$ cat src/rtl/transform_pkg.sv
// Shared types and helpers for the separable-transform loop sequencer:
// FSM state encoding, default geometry and address packing.
package transform_pkg;

  localparam int DEF_LOG2N   = 3;
  localparam int DEF_MEM_LAT = 1;

  // Widest per-coordinate field the packing helper can handle.
  localparam int MAX_LOG2N = 8;

  typedef enum logic [2:0] {
    ST_IDLE,
    ST_ISSUE,
    ST_DRAIN,
    ST_EMIT,
    ST_DONE
  } state_t;

  // Concatenate two coordinates {hi,lo} where each field is log2n bits wide.
  // Callers size-cast the result down to 2*log2n bits.
  function automatic logic [2*MAX_LOG2N-1:0] pack_addr(
    input logic [MAX_LOG2N-1:0] hi,
    input logic [MAX_LOG2N-1:0] lo,
    input int unsigned          log2n
  );
    logic [2*MAX_LOG2N-1:0] hi_w;
    hi_w = {{MAX_LOG2N{1'b0}}, hi};
    return (hi_w << log2n) | {{MAX_LOG2N{1'b0}}, lo};
  endfunction

endpackage

$ cat src/rtl/transform_loop_ctrl_latency_pipe.sv
// Fixed-depth shift register that delays a small bundle of control bits.
// Shifts every cycle and never stalls; synchronous active-low clear.
module latency_pipe #(
  parameter int WIDTH = 2,
  parameter int DEPTH = 1
) (
  input  logic             clock,
  input  logic             clear_n,
  input  logic [WIDTH-1:0] din,
  output logic [WIDTH-1:0] dout
);

  logic [WIDTH-1:0] pipe_q [DEPTH];
  logic [WIDTH-1:0] pipe_d [DEPTH];

  // Next stage contents: new input at the head, everything else moves one step.
  // NOTE: every element is written on every path, so no latch can be inferred.
  always_comb begin
    pipe_d[0] = din;
    for (int i = 1; i < DEPTH; i++) begin
      pipe_d[i] = pipe_q[i-1];
    end
  end

  // Stage registers; clear wipes in-flight enables so nothing leaks past reset.
  // NOTE: non-blocking assignments so all stages update together on the edge;
  // this array is control state, so unlike a data RAM it must be reset.
  always_ff @(posedge clock) begin
    if (!clear_n) begin
      for (int i = 0; i < DEPTH; i++) begin
        pipe_q[i] <= '0;
      end
    end else begin
      pipe_q <= pipe_d;
    end
  end

  assign dout = pipe_q[DEPTH-1];

endmodule

$ cat src/rtl/transform_loop_ctrl.sv
// Loop sequencer for an N x N separable transform: walks outputs (x,y),
// streams every input (u,v) to memory, lines up MAC enables with read
// latency and hands each finished accumulation out via valid/ready.
module transform_loop_ctrl
  import transform_pkg::*;
#(
  parameter int LOG2N   = DEF_LOG2N,
  parameter int MEM_LAT = DEF_MEM_LAT
) (
  input  logic               clock,
  input  logic               reset,
  input  logic               start,
  input  logic               inverse,
  input  logic               result_ready,
  output logic               busy,
  output logic               done,
  output logic               read_enable,
  output logic [2*LOG2N-1:0] sample_addr,
  output logic [2*LOG2N-1:0] coef_addr_row,
  output logic [2*LOG2N-1:0] coef_addr_col,
  output logic               mac_enable,
  output logic               mac_first,
  output logic               result_valid,
  output logic [2*LOG2N-1:0] result_addr
);

  localparam int          ADDR_W     = 2 * LOG2N;
  localparam int unsigned SHIFT      = LOG2N;
  localparam int          DRAIN_W    = (MEM_LAT > 1) ? $clog2(MEM_LAT) : 1;
  localparam logic [DRAIN_W-1:0] DRAIN_LAST = DRAIN_W'(MEM_LAT - 1);

  state_t             state_q, state_d;
  logic [LOG2N-1:0]   x_q, x_d, y_q, y_d, u_q, u_d, v_q, v_d;
  logic [DRAIN_W-1:0] drain_q, drain_d;
  logic               inv_q, inv_d;
  logic               first_issue;
  logic [1:0]         mac_bits;

  // Next-state, counter stepping and per-state control outputs.
  always_comb begin
    state_d      = state_q;
    x_d          = x_q;
    y_d          = y_q;
    u_d          = u_q;
    v_d          = v_q;
    drain_d      = drain_q;
    inv_d        = inv_q;
    read_enable  = 1'b0;
    first_issue  = 1'b0;
    result_valid = 1'b0;
    done         = 1'b0;
    busy         = (state_q != ST_IDLE);

    case (state_q)
      ST_IDLE: begin
        x_d = '0;
        y_d = '0;
        u_d = '0;
        v_d = '0;
        if (start) begin
          inv_d   = inverse;
          state_d = ST_ISSUE;
        end
      end
      ST_ISSUE: begin
        read_enable = 1'b1;
        first_issue = (u_q == '0) && (v_q == '0);
        // Modulo-N stepping: v wraps naturally, carrying into u.
        v_d = v_q + 1'b1;
        if (&v_q) begin
          u_d = u_q + 1'b1;
        end
        if ((&u_q) && (&v_q)) begin
          drain_d = '0;
          state_d = ST_DRAIN;
        end
      end
      ST_DRAIN: begin
        if (drain_q == DRAIN_LAST) begin
          state_d = ST_EMIT;
        end else begin
          drain_d = drain_q + 1'b1;
        end
      end
      ST_EMIT: begin
        result_valid = 1'b1;
        if (result_ready) begin
          if ((&x_q) && (&y_q)) begin
            state_d = ST_DONE;
          end else begin
            y_d = y_q + 1'b1;
            if (&y_q) begin
              x_d = x_q + 1'b1;
            end
            state_d = ST_ISSUE;
          end
        end
      end
      ST_DONE: begin
        done    = 1'b1;
        x_d     = '0;
        y_d     = '0;
        u_d     = '0;
        v_d     = '0;
        state_d = ST_IDLE;
      end
      default: state_d = ST_IDLE;
    endcase
  end

  // State and counter registers with synchronous active-low reset.
  always_ff @(posedge clock) begin
    if (!reset) begin
      state_q <= ST_IDLE;
      x_q     <= '0;
      y_q     <= '0;
      u_q     <= '0;
      v_q     <= '0;
      drain_q <= '0;
      inv_q   <= 1'b0;
    end else begin
      state_q <= state_d;
      x_q     <= x_d;
      y_q     <= y_d;
      u_q     <= u_d;
      v_q     <= v_d;
      drain_q <= drain_d;
      inv_q   <= inv_d;
    end
  end

  // Address composition; inverse mode swaps the coefficient index order.
  assign sample_addr   = ADDR_W'(pack_addr(MAX_LOG2N'(u_q), MAX_LOG2N'(v_q), SHIFT));
  assign result_addr   = ADDR_W'(pack_addr(MAX_LOG2N'(x_q), MAX_LOG2N'(y_q), SHIFT));
  assign coef_addr_row = inv_q
    ? ADDR_W'(pack_addr(MAX_LOG2N'(u_q), MAX_LOG2N'(x_q), SHIFT))
    : ADDR_W'(pack_addr(MAX_LOG2N'(x_q), MAX_LOG2N'(u_q), SHIFT));
  assign coef_addr_col = inv_q
    ? ADDR_W'(pack_addr(MAX_LOG2N'(v_q), MAX_LOG2N'(y_q), SHIFT))
    : ADDR_W'(pack_addr(MAX_LOG2N'(y_q), MAX_LOG2N'(v_q), SHIFT));

  // Read enable and first-term flag travel MEM_LAT cycles to meet the data.
  latency_pipe #(
    .WIDTH(2),
    .DEPTH(MEM_LAT)
  ) u_mac_delay (
    .clock  (clock),
    .clear_n(reset),
    .din    ({read_enable, first_issue}),
    .dout   (mac_bits)
  );

  assign mac_enable = mac_bits[1];
  assign mac_first  = mac_bits[0];

endmodule

$ cat config.mk
export PLATFORM = sky130hd
export DESIGN_NAME = transform_loop_ctrl
export DESIGN_NICKNAME = d
export VERILOG_FILES = /design/src/rtl/transform_pkg.sv /design/src/rtl/transform_loop_ctrl_latency_pipe.sv /design/src/rtl/transform_loop_ctrl.sv
export SDC_FILE = /design/constraint.sdc
export NUM_CORES = 1
export LEC_CHECK = 0
export ABC_CLOCK_PERIOD_IN_PS = 1960
export CAP_MARGIN = 20
export CORE_MARGIN = 5
export CORE_UTILIZATION = 45
export CTS_CLUSTER_DIAMETER = 60
export DETAILED_ROUTE_END_ITERATION = 10
export PLACE_DENSITY_LB_ADDON = 0.15
export REMOVE_ABC_BUFFERS = 1
export SLEW_MARGIN = 20
export SYNTH_ARGS = -nofsm -noshare
export SYNTH_HDL_FRONTEND = slang
export SYNTH_SLANG_ARGS = --single-unit
$ cat constraint.sdc
create_clock -name clock -period 1.96 [get_ports clock]
set_clock_uncertainty 0.2 [all_clocks]
set_input_delay 0.392 -clock clock [delete_from_list [all_inputs] [get_ports clock]]
set_output_delay 0.392 -clock clock [all_outputs]
set_load 0.05 [all_outputs]
[Word-level counts from Yosys, hierarchy flattened]
Index checks and enable logic that the tools add are counted.
Storage, ports and cells
  logic and storage cells: 77
  output and inout port bits: 30
  bits of input ports: 5
  register bits after elaboration: 19
Cells by class
  add/subtract/negate cells: 5
  bitwise gates (word level): 6
  mux-type cells: 24
  equal/unequal tests: 11
  reductions and logical operators: 22
Operator list (count)
  OR 6 x 3 -> 6 bit: 6
  2-to-1 mux 3 bit: 11
  one-hot mux 3 bit (2 select lines): 4
  AND reduction 3 bit: 5
  inequality test 2 bit, second input constant: 7
  adder 3 x 1 -> 3 bit, second input constant: 4
  2-to-1 mux 6 bit: 2
  one-hot mux 3 bit (4 select lines): 1
  logical NOT 3 bit: 3
  AND reduction 2 bit: 4
  AND reduction 4 bit: 2
  == test 3 x 2 -> 1 bit, second input constant: 2
  nonzero test 2 bit: 3
  2-to-1 mux 1 bit: 5
  == test 3 x 1 -> 1 bit, second input constant: 1
  == test 3 bit, second input constant: 1
  logical AND 1 bit: 3
  nonzero test 3 bit: 1
  one-hot mux 1 bit (2 select lines): 1
  OR reduction 2 bit: 1
  adder 1 bit, second input constant: 1

[Depth between registers and ports, before layout]
  depth in word-level cells: 5
  mapped depth: 5
  depth with buffers taken out: 5

[Cells and area by module]
A second synthesis with hierarchy kept.
Unflattened totals
  cell total of the unflattened synthesis: 120
  area, all modules: 1087.3 µm²
Modules (own cells, without submodules)
  transform_loop_ctrl: instances 1, sequential area each 320.3 µm², cells each 116, area an instance 1034.7 µm²
  latency_pipe: instances 1, sequential area each 40.0 µm², cells each 4, area an instance 52.6 µm²

[Worst setup path before layout]
OpenSTA, ideal clock, no wires.
  kind: flip-flop to output port
  from: reg v_q[0]
  to: out coef_addr_col[0]
  path slack: -0.549 ns
  cell stages (with the launch flop): 3
  path buffers: 0
  data required time: 1.368 ns
  arrival: 1.917 ns
  path through: dfxtp_1 -> inv_1 -> o21ai_0
On the way
  word-level cells in the longest chain between the ends: 2
RTL lines
  start: declaration: line transform_loop_ctrl.sv:33  | logic [LOG2N-1:0] x_q, x_d, y_q, y_d, u_q, u_d, v_q, v_d;
  start signal: assignment: line transform_loop_ctrl.sv:126  | v_q <= v_d;
  OR 6 x 3 -> 6 bit: line transform_pkg.sv:28  | return (hi_w << log2n) | {{MAX_LOG2N{1'b0}}, lo};
  2-to-1 mux 6 bit: line transform_loop_ctrl.sv:139  | ? ADDR_W'(pack_addr(MAX_LOG2N'(v_q), MAX_LOG2N'(y_q), SHIFT))
  end: declaration: line transform_loop_ctrl.sv:20  | output logic [2*LOG2N-1:0] coef_addr_col,
Every way passes these cells.

[Final worst setup path]
  from: reg inv_q
  to: out coef_addr_col[1]
On the way
  word-level cells in the longest chain between the ends: 1
RTL lines
  start: declaration: line transform_loop_ctrl.sv:35  | logic inv_q, inv_d;
  start signal: assignment: line transform_loop_ctrl.sv:128  | inv_q <= inv_d;
  2-to-1 mux 6 bit: line transform_loop_ctrl.sv:139
Every way passes these cells.

==> impl_summary.md <==
Outcome
The flow ran to the end, and the final reports show no timing, DRC or antenna violations.

Critical path
The path type of the worst setup path is register to output pin. On the critical path, the stage with the largest delay is an instance of sky130_fd_sc_hd__dfxtp_2. STA classifies the critical path startpoint as a register. STA classifies the critical path endpoint as an output pin. In this run the register-to-register setup slack is 0.17 ns. The largest single stage delay on the critical path is 0.35 ns. The number of buffer and inverter instances along the worst setup path is 2. The source of the critical timing path is inv_q$_SDFFE_PN0P_. The maximum fanout encountered on the critical timing path is 8. The gate family responsible for the most delay along the worst path is buffers and inverters. The worst register-to-register path has a depth of 5. Walking the worst path, the cells encountered are buf_2, o21ai_0, buf_12. The endpoint arrival time on the critical path is 1.32 ns. The worst register-to-register path begins at x_q[0]$_SDFFE_PN0P_.

The destination of the worst register-to-register timing path is x_q[0]$_SDFFE_PN0P_. For the worst setup path, the data required time is 1.37 ns.

Clocking
Counting along the longest clock path gives a buffer depth of 2. The clock transition at the register clock pins on the worst setup and hold paths after CTS is 0.10 ns. The maximum level of the CTS H-tree is 1.

The tree is rooted in a sky130_fd_sc_hd__clkbuf_4. The clock buffer count from CTS is 3. In this run the post-CTS setup repair buffer count came out at 0. The number of hold-repair buffers added at the cts stage is 0. The clock insertion delay at the later pin of the skew report is 0.30 ns. The clock tree from TritonCTS is built. The clock net in this run drives a total of 18 sinks.

Placed design
The post-detailed-placement cell area is 1540 um^2. The count of buffers from port buffering is 34. At the end of routability-driven placement, the weighted congestion stood at 0.775. Detailed placement ended at an HPWL of 2.17 mm.

Routing
Summed over all layers, the routed wires come to 2.97 mm. The post-detailed-route DRC marker count is 0. The count of nets left with antenna violations after detail routing is 0. Dividing the detail-routed wire length by the instance count gives 15.5 um. Dividing the detail-routed via count by the number of cells gives 5.49.

The total via count in the routed design is 1,055. For this run, the detailed router's first-pass iteration total came to 4. The DRC violation total after the first TritonRoute iteration is 33.

Synth
After technology mapping, the gate count stands at 124. The library cell with the highest instance count after synthesis is sky130_fd_sc_hd__dfxtp_1. The xor and xnor fraction of the mapped netlist area is 0.00793. The number of distinct standard cells referenced by the synthesized netlist is 36. The commonest cells after synthesis are 18 x sky130_fd_sc_hd__dfxtp_1, 12 x sky130_fd_sc_hd__nand2_1, 11 x sky130_fd_sc_hd__o21ai_0. Of all cell types, the one taking the most synthesized area is sky130_fd_sc_hd__dfxtp_1. The main combinational cell family by area after synthesis is simple AND/OR/NAND/NOR gates. The flip-flop cell with the highest count after synthesis is sky130_fd_sc_hd__dfxtp_1. The area fraction in and, or, nand and nor cells after synthesis is 0.243.

The average instance in the mapped netlist occupies 8.91 um^2. The synthesized design contains 0 enable-type register cells. Of the total synthesized cell area, the portion taken by full adders, half adders and majority gates is 0.113. After synthesis the netlist holds a flip-flop and latch count of 18.

The share of synthesized registers carrying an async set or reset is 0. Sorting the synthesized cells by area gives the leading types as sky130_fd_sc_hd__dfxtp_1 33%, sky130_fd_sc_hd__ha_1 11%, sky130_fd_sc_hd__mux2_2 8.2%, sky130_fd_sc_hd__o21ai_0 5.0%, sky130_fd_sc_hd__nand2_1 4.1%. The complex-gate fraction of the synthesized area is 0.165. The sequential cell area fraction in the yosys report is 0.326. The mux cell area share after synthesis is 0.0906. The combined area of all synthesized cells is 1100 um^2.

The Yosys step of the flow raised 0 warnings. The share of synthesized area in the top cell type comes to 0.326.

Floorplan
35 I/O pins were placed. The die covers 3550 um^2. The die extent in y is 59.6 um. After floorplanning, the core was sized to cover 2410 um^2.

The die is 59.6 um wide. For this configuration, the core starts out at a cell density of 0.458. The floorplan has 18 rows.

Layout
The layout overhead on the synthesized area is 48.2%. The count of fill cells added during filler insertion is 200. The multi-input logic area is 697 um^2.

The cell area after layout is 1640 um^2. Summing all flip-flop and latch instances after layout gives 367 um^2. The antenna diode count is 0.

At the end of the flow, the number of nets in the layout was 178. Of the cells placed in the final design, the portion with a size suffix greater than 1 is 0.364.

Timing
The actual transition at the worst max-transition pin is 0.512 ns. The smallest clock period supported by the final layout is computed as 1.91 ns. In the finished design, the share of the clock period the worst path needs comes to 0.977. The final setup violation count is 0. Across all hold checks on the routed design, the worst slack comes to 0.349 ns. The number of slew-limit violations in the final report was 0.

The relative max-transition margin is 0.657. The timing-limited maximum frequency is 522 MHz. The final hold violation count is 0.

Min path
The worst hold path terminates at y_q[1]$_SDFFE_PN0P_. The worst hold path begins at y_q[1]$_SDFFE_PN0P_. The class of the tightest hold or removal check is register to register. The worst hold path was traced through 2 stages.

GRT
For this run, the total global-route usage over all layers was measured as 0.175. The initial antenna violation count came to 0. The via count of the first global-routing pass was 1,071. The first global-routing pass estimated 4.75 mm of wire. The final global-route overflow total is 0. The maximum number of pins on one net before global-route repair is 18.

Power and ir drop
Across the VDD grid, the largest voltage drop is 0.000467 V. In this run the static leakage power is 0.743 nW. For this design the ratio of total power to cell area is 446 nW/um^2.

Flow run
The max-cap violation count is 0.
-- worst max path at each step --
stage	end	slack, ns	cells past startpoint
after floorplan	coef_addr_col[0]	-0.55	2
after global placement	y_q[0]$_SDFFE_PN0P_	0.08	4
after detailed placement	x_q[0]$_SDFFE_PN0P_	0.02	4
after CTS	coef_addr_col[2]	0.001	3
after global routing	coef_addr_col[1]	-0.004	3
final	coef_addr_col[1]	0.05	3
-- flip-flops by register name (all words and copies together), names as in the netlist --
signal,cells
x_q,3
inv_q,1
y_q,3
state_q,3
u_mac_delay.dout,2
v_q,3
u_q,3
-- worst reg2reg max path, cell delays in order (launching register included) --
cell and delay [ns]:
sky130_fd_sc_hd__dfxtp_1 0.39, sky130_fd_sc_hd__ha_1 0.24, sky130_fd_sc_hd__ha_1 0.22, sky130_fd_sc_hd__nand2b_1 0.19
sky130_fd_sc_hd__or3_1 0.33, sky130_fd_sc_hd__a21oi_1 0.15
-- metrics by stage --
stage / std cells / utilization / total power, W / setup WS [ns] / setup TNS [ns]
detailed placement: 187 / 0.640 / 0.000500 / 0.0198 / 0
global placement: 187 / 0.640 / 0.000498 / 0.0776 / 0
global route: 192 / 0.680 / 0.000761 / -0.00409 / -0.00409
finish: 192 / 0.680 / 0.000730 / 0.0452 / 0
floorplan: 116 / - / 0.000447 / -0.549 / -2.76
CTS: 191 / 0.662 / 0.000734 / 0.00143 / 0
-- report_power, final --
part           internal (W)  switching [W]  leakage, nW  total, W
Sequential         0.000372     0.00000848        0.147  0.000380
Clock              0.000113       0.000119       0.0210  0.000233
Combinational     0.0000515      0.0000662        0.575  0.000118
Total              0.000536       0.000194        0.743  0.000730
-- area by class of cell --
class | instances | area share
clock buffers | 4 | 0.0222
inverters | 4 | 0.00917
multi-input cells | 94 | 0.426
flip-flops and latches | 18 | 0.224
well taps | 30 | 0.0229
repair buffers | 42 | 0.296
-- routing by layer --
| layer | global-route usage | routed length (um) |
|---|---|---|
| met1 | 0.199 | 1220 |
| met3 | 0.0545 | 219 |
| met2 | 0.306 | 1470 |
| met5 | 0 | 0 |
| met4 | 0.0633 | 63 |
-- repair_timing --
action	in CTS	in global routing
setup endpoints to repair	12	13
resized for setup	5	14
pin swaps	0	0
gates cloned	0	1
-- kinds of logic (layout without fill, tap and decap cells) --
group,Yosys count,in the layout
DFF,18,18
muxes,9,9
AOI/OAI and AO/OA,30,30
and+or+nand+nor,44,44
xor gates and xnor gates,1,1
buffers and inverters,12,50
adders and majority gates,10,10
-- placed cells by master, fill, tap and decap left out, drive strengths merged, types with 2 or more instances in the layout --
master,count
a21oi,6
o21ai,12
clkdlybuf4s50,4
nor3b,3
nand3,7
nand2b,2
buf,38
mux2,8
or3,3
a2bb2oi,2
dfxtp,18
and2,2
a21boi,2
nand2,12
clkbuf,4
nor2b,4
ha,10
inv,4
nor2,5
a22oi,2
No activity file was read; power rests on OpenSTA's default activity.
